==> config.mk <==
export PLATFORM = sky130hd
export DESIGN_NAME = cordic_cos_sin_arbiter
export DESIGN_NICKNAME = d
export VERILOG_FILES = /design/src/rtl/cordic_cos_sin_arbiter.sv
export SDC_FILE = /design/constraint.sdc
export NUM_CORES = 1
export LEC_CHECK = 0
export ABC_AREA = 1
export CAP_MARGIN = 5
export CORE_MARGIN = 4
export CORE_UTILIZATION = 33
export CTS_CLUSTER_DIAMETER = 80
export DETAILED_ROUTE_END_ITERATION = 10
export SYNTH_ARGS = -nofsm -noshare
export SYNTH_HDL_FRONTEND = slang
export SYNTH_HIERARCHICAL = 1
export SYNTH_SLANG_ARGS = --single-unit
==> constraint.sdc <==
create_clock -name clk -period 4.68 [get_ports clk]
set_input_delay 0.936 -clock clk [delete_from_list [all_inputs] [get_ports clk]]
set_output_delay 0.936 -clock clk [all_outputs]
set_load 0.03 [all_outputs]
==> src/rtl/cordic_cos_sin_arbiter.sv <==
// Round-robin front end sharing one cordicCosSinParallel pipeline between N_REQ requesters.
// In-order tag line routes each pipeline result back to its requester's one-entry result slot.
module cordic_cos_sin_slot #(
    parameter int PHI_WDT = 16
) (
    input  logic               clk,
    input  logic               reset_n,
    input  logic               en,
    input  logic               sclr,
    input  logic               issue,
    input  logic               done,
    input  logic               rdy,
    input  logic [PHI_WDT-1:0] cos_in,
    input  logic [PHI_WDT-1:0] sin_in,
    output logic               vld,
    output logic               busy,
    output logic [PHI_WDT-1:0] cos_q,
    output logic [PHI_WDT-1:0] sin_q
);
    logic inflight;

    always_ff @(posedge clk or negedge reset_n) begin
        if (!reset_n) begin
            inflight <= 1'b0;
            vld      <= 1'b0;
            cos_q    <= '0;
            sin_q    <= '0;
        end else if (en) begin
            if (sclr) begin
                inflight <= 1'b0;
                vld      <= 1'b0;
            end else begin
                if (issue)
                    inflight <= 1'b1;
                if (vld && rdy)
                    vld <= 1'b0;
                // done never coincides with vld: a busy slot cannot be reissued
                if (done) begin
                    inflight <= 1'b0;
                    vld      <= 1'b1;
                    cos_q    <= cos_in;
                    sin_q    <= sin_in;
                end
            end
        end
    end

    assign busy = inflight | vld;
endmodule

module cordic_cos_sin_arbiter #(
    parameter int N_REQ   = 4,
    parameter int PHI_WDT = 16,
    parameter int LAT     = 18
) (
    input  logic                     clk,
    input  logic                     reset_n,
    input  logic                     sclr,
    input  logic                     en,
    input  logic [N_REQ-1:0]         req_vld,
    output logic [N_REQ-1:0]         req_rdy,
    input  logic [N_REQ*PHI_WDT-1:0] req_phi,
    output logic [N_REQ-1:0]         res_vld,
    input  logic [N_REQ-1:0]         res_rdy,
    output logic [N_REQ*PHI_WDT-1:0] res_cos,
    output logic [N_REQ*PHI_WDT-1:0] res_sin,
    output logic                     cs_en,
    output logic                     cs_sclr,
    output logic                     cs_st,
    output logic [PHI_WDT-1:0]       cs_phi,
    input  logic                     cs_rdy,
    input  logic [PHI_WDT-1:0]       cs_cos,
    input  logic [PHI_WDT-1:0]       cs_sin,
    output logic                     err
);
    localparam int ID_WDT = $clog2(N_REQ);

    logic [N_REQ-1:0][PHI_WDT-1:0] phi_a, cos_a, sin_a;
    logic [N_REQ-1:0]              busy, grant, done;
    logic [ID_WDT-1:0]             ptr, gid;
    logic [LAT-1:0]                vld_pipe;
    logic [LAT-1:0][ID_WDT-1:0]    id_pipe;

    assign phi_a = req_phi;

    // Scan from the far end so the nearest eligible index after ptr wins last
    always_comb begin
        int idx;
        idx   = 0;
        grant = '0;
        gid   = '0;
        if (en && !sclr) begin
            for (int j = N_REQ; j >= 1; j--) begin
                idx = int'(ptr) + j;
                if (idx >= N_REQ)
                    idx = idx - N_REQ;
                if (req_vld[idx] && !busy[idx]) begin
                    grant      = '0;
                    grant[idx] = 1'b1;
                    gid        = ID_WDT'(idx);
                end
            end
        end
    end

    assign req_rdy = grant;
    assign cs_st   = |grant;
    assign cs_phi  = cs_st ? phi_a[gid] : '0;
    assign cs_en   = en;
    assign cs_sclr = sclr;

    always_ff @(posedge clk or negedge reset_n) begin
        if (!reset_n) begin
            vld_pipe <= '0;
            id_pipe  <= '0;
            ptr      <= ID_WDT'(N_REQ-1);
            err      <= 1'b0;
        end else if (en) begin
            if (sclr) begin
                vld_pipe <= '0;
                id_pipe  <= '0;
                ptr      <= ID_WDT'(N_REQ-1);
                err      <= 1'b0;
            end else begin
                vld_pipe <= {vld_pipe[LAT-2:0], cs_st};
                id_pipe  <= {id_pipe[LAT-2:0], gid};
                if (cs_st)
                    ptr <= gid;
                if (cs_rdy != vld_pipe[LAT-1])
                    err <= 1'b1;
            end
        end
    end

    // A tag/rdy disagreement writes nothing
    always_comb begin
        done = '0;
        if (cs_rdy && vld_pipe[LAT-1])
            done[id_pipe[LAT-1]] = 1'b1;
    end

    for (genvar i = 0; i < N_REQ; i++) begin : g_slot
        cordic_cos_sin_slot #(.PHI_WDT(PHI_WDT)) u_slot (
            .clk    (clk),
            .reset_n(reset_n),
            .en     (en),
            .sclr   (sclr),
            .issue  (grant[i]),
            .done   (done[i]),
            .rdy    (res_rdy[i]),
            .cos_in (cs_cos),
            .sin_in (cs_sin),
            .vld    (res_vld[i]),
            .busy   (busy[i]),
            .cos_q  (cos_a[i]),
            .sin_q  (sin_a[i])
        );
    end

    assign res_cos = cos_a;
    assign res_sin = sin_a;
endmodule
==> results of run 1 <==
## area by class of cell
cell class | count | area (um2)
Inverter | 125 | 474
Fill cell | 2551 | 14100
Tap cell | 335 | 419
Multi-Input combinational cell | 688 | 3190
Clock buffer | 18 | 439
Timing Repair Buffer | 278 | 2720
Sequential cell | 193 | 4830
Clock inverter | 14 | 148
## tightest hold or removal path: stages, from the launching register on
cell and delay (ns):
dfrtp_1 0.34, nand2_1 0.05, nand2_1 0.05
## through the flow
| stage | total power [mW] | hold slack (ns) | util (%) |
|---|---|---|---|
| after floorplan | 3.17 | 0.455 | - |
| after detailed placement | 3.84 | 0.464 | 44.3 |
| final | 5.24 | 0.479 | 46.5 |
| after CTS | 5.30 | 0.482 | 46.5 |
| after global placement | 3.84 | 0.460 | 44.3 |
| after global routing | 5.55 | 0.502 | 46.5 |
## layout by cell type, fill, tap and decap left out, types with 4 or more instances in the layout
cell	instances
nand2_1	458
clkdlybuf4s50_1	246
dfrtp_1	191
inv_1	118
o22ai_1	50
nand3_1	46
nand3b_1	32
buf_4	29
a21oi_1	28
nand2_2	27
clkbuf_16	17
nor2_1	8
nand3_2	7
inv_6	6
nor2_4	6
inv_2	6
o21ai_1	5
ha_1	5
nor3_1	4
o21ai_0	4
or2_2	4
## sequential cells by signal, indices dropped and copies added (netlist names)
register	flops
err	1
ptr	2
g_slot.u_slot/vld	4
g_slot.u_slot/inflight	4
g_slot.u_slot/cos_q	64
id_pipe	36
g_slot.u_slot/sin_q	64
vld_pipe	18
## logic make-up after synthesis
kind of cell / Yosys count / share of synthesized area (%)
flops: 193 / 54.5
simple gates: 594 / 29.3
compound gates: 89 / 5.98
fa+ha+maj: 5 / 0.706
buf+inv: 175 / 9.54
## worst min path at each step
stage	startpoint	end	depth (start not counted)
2_1_floorplan	g_slot[0].u_slot/inflight	g_slot[0].u_slot/inflight	2
3_3_place_gp	g_slot[2].u_slot/sin_q[15]	g_slot[2].u_slot/sin_q[15]	2
3_5_place_dp	g_slot[3].u_slot/cos_q[12]	g_slot[3].u_slot/cos_q[12]	2
4_1_cts	g_slot[3].u_slot/cos_q[12]	g_slot[3].u_slot/cos_q[12]	2
5_1_grt	g_slot[2].u_slot/cos_q[7]	g_slot[2].u_slot/cos_q[7]	2
6_report	g_slot[3].u_slot/cos_q[0]	g_slot[3].u_slot/cos_q[0]	2
## power groups by stage
stage	combinational [mW]	sequential, mW	clock [mW]
floorplan	1.28	1.89	0
global placement	1.99	1.85	0
detailed placement	1.99	1.85	0
CTS	2.00	1.82	1.48
global route	2.16	1.83	1.56
finish	1.98	1.82	1.44
## per-layer routing
| metal | share of wire [%] | GRT usage (%) | routed length [um] | vias to the layer above |
|---|---|---|---|---|
| li1 | - | - | - | 3764 |
| met1 | 44 | 24.0 | 11600 | 3661 |
| met2 | 50 | 28.7 | 13000 | 170 |
| met3 | 4.9 | 2.72 | 1270 | 17 |
| met4 | 0.89 | 3.42 | 232 | 0 |
| met5 | 0 | 0 | 0 | - |
## synth_stat cells (5+ instances only)
cell type / instances
a21oi_1: 28
o22ai_1: 50
nand2_1: 458
dfrtp_1: 191
clkbuf_1: 11
nor2_4: 6
nand3b_1: 32
inv_1: 118
nand3_1: 46
nor2_1: 8
nand3_2: 7
ha_1: 5
buf_6: 14
buf_2: 18
nand2_2: 27
inv_2: 6
o21ai_1: 5
==> qor.txt, run 1 <==
Syn Area/Cell = 8.39 um2
delay-heaviest family, CP = simple AND/OR/NAND/NOR gates
Synth cell types = 26
crit path DAT = 3.28 ns
row count = 59
Post-CTS Hold Fix Bufs = 0
clk slew on worst S/H paths = 0.07 ns
Num CTS Buffers = 17
fin nets = 1417
share of layout cells above drive strength 1 = 9.19%
max cap viols = 0
DRC viols = 0
Psw = 2.03 mW
min setup slack post-route = 0.462 ns
GP Congestion = 0.843
Die Width = 172 um
Hold Fails Final Rpt = 0
Slowest Stage Delay on Critical Path = 0.72 ns
number of global-route vias before repair = 7251
grt total ovfl = 0
combinational power share = 37.8%
P_int = 3.21 mW
final setup violation count = 0
Clock Path Buffers = 2
Final Critical Period = 4.22 ns
r2r worst-path depth = 15
H-tree depth = 4
clk root buf = clkbuf_16
Leak = 6.18 nW
Synth top area share = 53.9%
Total Wirelength = 26.1 mm
EDFF count, synth = 0
Worst EP required = 3.74 ns
hold crit path type = reg -> reg
CTS tree = built
Synth Register Bits = 193
CORE AREA = 26300 um2
ant diodes = 0
cell mode on critical path = nand2_1
status = finished clean
ordered list of cells on the worst path = inv_6 > ha_1 > inv_1 > nand3_1 > nand2_2 > nand2_1 > nand2_1 > nand2_1 > nand2_2 > nand2_4 > nand2_1 > nand3_1 > a21oi_1 > buf_12
RR Endpoint = ptr[1]
initial antenna violation count = 0
IO Pins = 265
setup slack at placement = 0.559 ns
Power per Cell Area = 429 nW/um2
Synth area leaders = dfrtp_1, nand2_1, inv_1
Worst-Margin Slew = 1.01 ns
starting density of the core = 33.7%
largest area contributor in the netlist = dfrtp_1
cell count after synthesis = 1056
Synth Flop Type = dfrtp_1
count of pins over their slew limit = 0
worst-path fanout max = 34
dpl cells = 1619
routed vias/inst = 4.61
CP Capture Point = cs_phi[9]
Mapped Nets = 1170
RSZ-0062 raised after global routing = false
Tcrit/Tclk final = 90.1%
Placement Cell Area = 11600 um2
R2R Setup Slk = 2.01 ns
Slew headroom = 32.6%
wire length per cell = 15.8 um
asr flop ratio synth = 100%
Setup crit start = ptr[0]
Crit Path Category = reg -> out
clock tree sinks = 193
DIE AREA = 29500 um2
Worst Clk Skew = 0.0119 ns
CP bufs+invs = 3
IO buf count = 264
sequential share of the synthesized area = 54.5%
first-pass GRT wire length = 40.6 mm
final instance area = 12200 um2
later-pin clock latency in the skew report = 0.43 ns
initial DRC count = 480
maximum vdd ir drop = 0.000265 V
HPWL Detailed = 18.2 mm
Antenna Nets Post-Route = 0
reg-to-reg startpoint = ptr[0]
Crit. End Element = output pin
non-filler cells, final = 1651
crit path max-delay cell type = dfstp_2
area delta synth->final = 37.8%
postcts setup bufs = 0
sequential cell fraction of total power = 34.8%
via count = 7612
Chip Height = 172 um
1st-pass router iterations = 5
Setup TNS = 0 ns
CP startpoint kind = register
fmax = 0.237 GHz
synthesized area = 8860 um2
# resized after CTS = 0
Yosys Warn Count = 6
largest net degree at the start of global routing = 111
GRT Total Usage = 17.2%
cell count along the critical path = 14
clock power share = 27.4%
sw frac = 38.8%
Note: power is estimated with default switching activity, not from simulation.
==> run 2: changes to the inputs <==
--- a/config.mk
+++ b/config.mk
@@ -11,6 +11,7 @@
 export CORE_UTILIZATION = 33
 export CTS_CLUSTER_DIAMETER = 80
 export DETAILED_ROUTE_END_ITERATION = 10
+export SKIP_CTS_REPAIR_TIMING = 1
 export SYNTH_ARGS = -nofsm -noshare
 export SYNTH_HDL_FRONTEND = slang
 export SYNTH_HIERARCHICAL = 1
==> results of run 2 <==
Same layout as run 1: the final DEF is identical, and so are final timing and power.
==> run 3: changes to the inputs <==
--- a/config.mk
+++ b/config.mk
@@ -6,7 +6,7 @@
 export NUM_CORES = 1
 export LEC_CHECK = 0
 export ABC_AREA = 1
-export CAP_MARGIN = 5
+export CAP_MARGIN = 10
 export CORE_MARGIN = 4
 export CORE_UTILIZATION = 33
 export CTS_CLUSTER_DIAMETER = 80
@@ -16,3 +16,4 @@
 export SYNTH_HDL_FRONTEND = slang
 export SYNTH_HIERARCHICAL = 1
 export SYNTH_SLANG_ARGS = --single-unit
+export TNS_END_PERCENT = 20
==> results of run 3 <==
Same layout as run 1: the final DEF is identical, and so are final timing and power.
